[config.mk]
export PLATFORM = sky130hd
export DESIGN_NAME = if_fetch_stage
export DESIGN_NICKNAME = d
export VERILOG_FILES = /design/src/rtl/if_fetch_stage.sv
export SDC_FILE = /design/constraint.sdc
export NUM_CORES = 1
export LEC_CHECK = 0
export BUFFER_PORTS_ARGS = -buffer_cell sky130_fd_sc_hd__buf_2
export CAP_MARGIN = 5
export CELL_PAD_IN_SITES_DETAIL_PLACEMENT = 1
export CELL_PAD_IN_SITES_GLOBAL_PLACEMENT = 1
export CORE_UTILIZATION = 45
export CTS_CLUSTER_SIZE = 10
export DETAILED_ROUTE_END_ITERATION = 8
export HOLD_SLACK_MARGIN = 0.15
export PLACE_DENSITY_LB_ADDON = 0.1
export SYNTH_ARGS = -nofsm -noshare
export SYNTH_HDL_FRONTEND = slang
export SYNTH_SLANG_ARGS = --single-unit
export TNS_END_PERCENT = 50
[constraint.sdc]
create_clock -name clk -period 14.11 [get_ports clk]
set_clock_uncertainty 0.1 [all_clocks]
set_input_delay 2.822 -clock clk [delete_from_list [all_inputs] [get_ports clk]]
set_output_delay 2.822 -clock clk [all_outputs]
set_load 0.005 [all_outputs]
[src/rtl/if_fetch_stage.sv]
// if_fetch_stage: instruction fetch front end.
// Issues sequential fetches to instruction memory, buffers returned instructions
// with their PCs in a small queue, and hands them to the core over valid/ready.
// Redirects flush the queue and drain stale in-flight responses.
// Optional macro IF_FETCH_PERF_EN adds perf_fetched / perf_dropped counters.
module if_fetch_stage #(
    parameter int unsigned       ADDR_W   = 32,
    parameter int unsigned       DATA_W   = 32,
    parameter int unsigned       Q_DEPTH  = 4,
    parameter logic [ADDR_W-1:0] RESET_PC = '0,
    parameter int unsigned       PC_STEP  = 4
) (
    input  logic              clk,
    input  logic              reset,
    output logic              imem_req_valid,
    input  logic              imem_req_ready,
    output logic [ADDR_W-1:0] imem_req_addr,
    input  logic              imem_rsp_valid,
    input  logic [DATA_W-1:0] imem_rsp_data,
    input  logic              redirect_valid,
    input  logic [ADDR_W-1:0] redirect_pc,
    output logic              if_valid,
    input  logic              if_ready,
    output logic [DATA_W-1:0] if_instr,
    output logic [ADDR_W-1:0] if_pc
`ifdef IF_FETCH_PERF_EN
    ,
    output logic [31:0]       perf_fetched,
    output logic [31:0]       perf_dropped
`endif
);

    localparam int unsigned PW  = $clog2(Q_DEPTH);
    localparam int unsigned CW  = PW + 1;
    localparam int unsigned CW1 = CW + 1;
    localparam logic [CW:0]        DEPTH_C = CW1'(Q_DEPTH);
    localparam logic [ADDR_W-1:0]  STEP_C  = ADDR_W'(PC_STEP);

    typedef enum logic {
        RUN   = 1'b0,
        DRAIN = 1'b1
    } state_t;

    state_t            state;
    logic [ADDR_W-1:0] fetch_pc;
    logic [CW-1:0]     outstanding;
    logic [CW-1:0]     drop_cnt;

    logic [ADDR_W-1:0] q_pc   [Q_DEPTH];
    logic [DATA_W-1:0] q_data [Q_DEPTH];
    logic [PW-1:0]     q_head;
    logic [PW-1:0]     q_tail;
    logic [CW-1:0]     q_count;

    logic [ADDR_W-1:0] p_pc   [Q_DEPTH];
    logic [PW-1:0]     p_head;
    logic [PW-1:0]     p_tail;

    logic [CW:0]       credit_used;
    logic              req_fire;
    logic              rsp_hit;
    logic              drain_hit;
    logic              rsp_take;
    logic              pop;
    logic [CW-1:0]     redirect_drop;

    // Credit check counts queued entries plus in-flight requests so the queue never overflows.
    assign credit_used    = {1'b0, q_count} + {1'b0, outstanding};
    assign imem_req_valid = !reset && (state == RUN) && (credit_used < DEPTH_C) && !redirect_valid;
    assign imem_req_addr  = fetch_pc;
    assign req_fire       = imem_req_valid && imem_req_ready;

    // A response in RUN with nothing outstanding is a protocol error and is ignored.
    assign rsp_hit   = (state == RUN) && imem_rsp_valid && (outstanding != '0);
    assign drain_hit = (state == DRAIN) && imem_rsp_valid && (drop_cnt != '0);
    assign rsp_take  = rsp_hit && !redirect_valid;

    // Redirect cancels any pop in the same cycle; the core is abandoning this stream.
    assign if_valid = (q_count != '0);
    assign pop      = if_valid && if_ready && !redirect_valid;
    assign if_instr = q_data[q_head];
    assign if_pc    = q_pc[q_head];

    // Responses still owed by memory once a redirect lands; they must all be discarded.
    assign redirect_drop = (state == RUN)
                         ? (outstanding + CW'(req_fire) - CW'(rsp_hit))
                         : (drop_cnt - CW'(drain_hit));

    // Fetch PC, outstanding count, drop count and RUN/DRAIN state.
    always_ff @(posedge clk or posedge reset) begin
        if (reset) begin
            state       <= RUN;
            fetch_pc    <= RESET_PC;
            outstanding <= '0;
            drop_cnt    <= '0;
        end else if (redirect_valid) begin
            fetch_pc    <= redirect_pc;
            outstanding <= '0;
            drop_cnt    <= redirect_drop;
            state       <= (redirect_drop != '0) ? DRAIN : RUN;
        end else if (state == RUN) begin
            if (req_fire) begin
                fetch_pc <= fetch_pc + STEP_C;
            end
            outstanding <= outstanding + CW'(req_fire) - CW'(rsp_take);
        end else begin
            if (drain_hit) begin
                drop_cnt <= drop_cnt - CW'(1);
                if (drop_cnt == CW'(1)) begin
                    state <= RUN;
                end
            end
        end
    end

    // Pending-PC FIFO: remembers the address of each accepted request until its response returns.
    always_ff @(posedge clk or posedge reset) begin
        if (reset) begin
            p_head <= '0;
            p_tail <= '0;
            for (int i = 0; i < int'(Q_DEPTH); i++) begin
                p_pc[i] <= '0;
            end
        end else if (redirect_valid) begin
            p_head <= '0;
            p_tail <= '0;
        end else begin
            if (req_fire) begin
                p_pc[p_tail] <= fetch_pc;
                p_tail       <= p_tail + PW'(1);
            end
            if (rsp_take) begin
                p_head <= p_head + PW'(1);
            end
        end
    end

    // Instruction queue: responses enter at the tail paired with their PC, the core pops the head.
    always_ff @(posedge clk or posedge reset) begin
        if (reset) begin
            q_head  <= '0;
            q_tail  <= '0;
            q_count <= '0;
            for (int i = 0; i < int'(Q_DEPTH); i++) begin
                q_pc[i]   <= '0;
                q_data[i] <= '0;
            end
        end else if (redirect_valid) begin
            q_head  <= '0;
            q_tail  <= '0;
            q_count <= '0;
        end else begin
            if (rsp_take) begin
                q_pc[q_tail]   <= p_pc[p_head];
                q_data[q_tail] <= imem_rsp_data;
                q_tail         <= q_tail + PW'(1);
            end
            if (pop) begin
                q_head <= q_head + PW'(1);
            end
            q_count <= q_count + CW'(rsp_take) - CW'(pop);
        end
    end

`ifdef IF_FETCH_PERF_EN
    // Performance counters: instructions taken by the core, and responses/entries thrown away.
    always_ff @(posedge clk or posedge reset) begin
        if (reset) begin
            perf_fetched <= '0;
            perf_dropped <= '0;
        end else begin
            if (pop) begin
                perf_fetched <= perf_fetched + 32'd1;
            end
            perf_dropped <= perf_dropped
                          + (redirect_valid ? 32'(q_count) : 32'd0)
                          + 32'(drain_hit);
        end
    end
`endif

endmodule
==> flow_summary.toml <==
[power]
p_sw_mw = 0.876
leakagePower_nw = 11.0
internal_power_mw = 2.41
power_mw = 3.29
ir_worst_vdd_mv = 0.0754
p_clk_frac = 0.353
power.density_nw_per_um2 = 146
sequentialPowerShare = 0.465
pwr-share-comb = 0.182
swShare = 0.267

[grt]
grt_max_degree = 182
gr-total-overflow = 0
antenna_found_initial = 1
grt_pass1_wl_um = 75400
grt.total_usage = 0.219
grt_pass1_vias = 12800

[clock_tree]
clock_latency_ps = 580
postCtsHoldBufs = 0
post-cts-setup-buffers = 0
max-clock-path-buffers = 3
htree_levels = 2
root_buffer = "clkbuf_16"
path_clk_slew_ps = 50
cts_tree = "yes"
cts_resized = 0
numClockSinks = 434
cts_buffers = 51

[timing]
worst_slew_pin_slew_ps = 1120
fmax_ghz = 0.139
setup_viol = 0
period_needed_ps = 7180
final.period_utilization = 0.509
hold_viol = 0
worst_hold_slack_ps = 398
rsz0062_at_grt = "no"
report.final.slew_viol_count = 0
setup_tns_ps = 0
slew_headroom = 0.254

[die]
rows = 76
initial_core_util = 0.457
ios = 168
dieArea_um2 = 44700
design.core.area_um2 = 43200
fp.dieH_um = 211
die_w_um = 211

[synth]
synth-seq-cells = 434
yosysTopAreaCellShare = 0.550
synth.distinct_cells = 50
ys_seq_area_frac = 0.550
synth_edf_count = 0
yosys-top-cells-count = "dfrtp_1 (434), mux2_2 (387), mux4_2 (96)"
ys_warn_count = 0
syn_area_um2 = 19700
synth_cells = 1326
netlist_top_cells_area = "dfrtp_1 (55%), mux2_2 (22%), mux4_2 (11%)"
syn_avg_cell_area_um2 = 14.9
synth.most_common_cell = "dfrtp_1"
synth_top_flop_cell = "dfrtp_1"
synthArstFlopShare = 1.00
syn_nets = 1421
yosysTopAreaCell = "dfrtp_1"

[place]
place_area_um2 = 21100
dp_hpwl_um = 29000
portBuffers = 167
placed_cells = 1998
place_congestion = 0.800

[finish]
layout.nets = 1561
syn_to_final_growth_pct = 14.2
instances_no_fill = 2069
fillerInstances = 4237
regArea_um2 = 10900
fin_area_um2 = 22500
drive_gt1_frac = 0.498
multiInputGateArea_um2 = 8440

[worst_setup_path]
crit_chain = "buf_2 -> buf_4 -> or4_4 -> nor3_1 -> buf_2"
cpMaxStageDelayCell = "or4_4"
cp.arrival_ps = 4260
worstSetupPathType = "in -> out"
cp_top_family = "simple AND/OR/NAND/NOR gates"
critPathBufInv = 3
cp.required_ps = 11190
cpMostUsedCell = "buf_2"
rrSetupSlack_ps = 10310
end_kind = "output port"
critPathMaxStageDelay_ps = 620
r2r_start = "state"
r2r_end = "p_pc[67]"
path_max_fanout = 55
worst_setup_path_start_kind = "input pin"
reg2reg_depth = 6

[outcome]
status = "complete, no violations"

[route]
via_count = 11800
firstDrtPassIters = 4
post_drt_wl_per_cell_um = 22.6
drt_wl_total_um = 46700
drc = 0
viasPerCell = 5.72
final_antenna_net_count = 0
drt_iter0_markers = 445

[worst_hold_path]
min_path_type = "reg -> reg"
hold_depth = 1
holdPathEnd = "q_data[47]"
min_from = "q_data[47]"

[flow_run]
drv_cap = 0
-- worst max path at each step --
stage	end	from	cells past startpoint	slack [ps]
floorplan	drop_cnt[0]	reset	1	5330
global placement	imem_req_valid	redirect_valid	5	6940
detailed placement	imem_req_valid	redirect_valid	5	6900
CTS	imem_req_valid	redirect_valid	5	6890
global route	imem_req_valid	redirect_valid	5	6850
finish	imem_req_valid	redirect_valid	5	6930
-- worst register-to-register path, cell delays in order, from the launching register on --
cell     delay (ps)
dfrtp_1         570
nor4_2          690
nand4_1         500
inv_1           460
nand2_1         570
buf_4           460
mux2_2          330
-- registers in the layout (all words and copies together) (netlist names), 3 cells and up --
signal and flops:
q_pc 128, q_data 128, q_count 3, drop_cnt 3, p_pc 128, imem_req_addr 32
outstanding 3
-- metrics by stage --
stage	worst slack, ps	util
2_1_floorplan	5330	-
3_3_place_gp	6940	0.489
6_report	6930	0.522
3_5_place_dp	6900	0.489
4_1_cts	6890	0.522
5_1_grt	6850	0.522
-- cell type report --
class | count | share of cell area
sequential | 434 | 0.482
antenna | 1 | 0.000111
inverter | 22 | 0.00383
clock inverter | 2 | 0.000611
multi-input combinational | 772 | 0.374
timing repair buffer | 185 | 0.0442
clock buffer | 68 | 0.0622
tap | 585 | 0.0325
-- power by group through the flow --
stage / combinational (mW) / sequential (mW) / clock [mW]
after global routing: 0.662 / 1.55 / 1.25
after global placement: 0.594 / 1.54 / 0
final: 0.597 / 1.53 / 1.16
after detailed placement: 0.612 / 1.55 / 0
after floorplan: 0.460 / 1.48 / 0
after CTS: 0.615 / 1.53 / 1.20
-- cells by family after synthesis --
kind of cell / count (synthesis) / share of synthesized area
compound gates: 68 / 0.0230
xor+xnor: 12 / 0.00602
fa+ha+maj: 25 / 0.0162
buf+inv: 120 / 0.0237
flops: 434 / 0.550
mux: 486 / 0.332
simple gates: 181 / 0.0488
-- layer usage --
metal	vias up	global-route usage	routed length (µm)
met5	-	0	13
met2	223	0.353	22700
met1	6334	0.313	21500
met3	49	0.0335	1860
met4	2	0.0547	652
li1	5222	-	-
-- placed cells by master (no fill, tap or decap), drive strengths merged, types with 6 or more instances in the layout --
cell type,Yosys,final
ha,24,24
buf,31,185
nor3,10,10
mux4,96,96
clkbuf,67,68
a31oi,16,16
o31ai,14,14
nand2,38,38
or3,6,6
nor2,37,37
dfrtp,434,434
nand3,29,29
mux2,387,387
inv,22,22
xnor2,9,9
or4,22,22
nand4,14,14
o21ai,11,11
a21oi,10,10
Power figures use the tool's default switching activity.
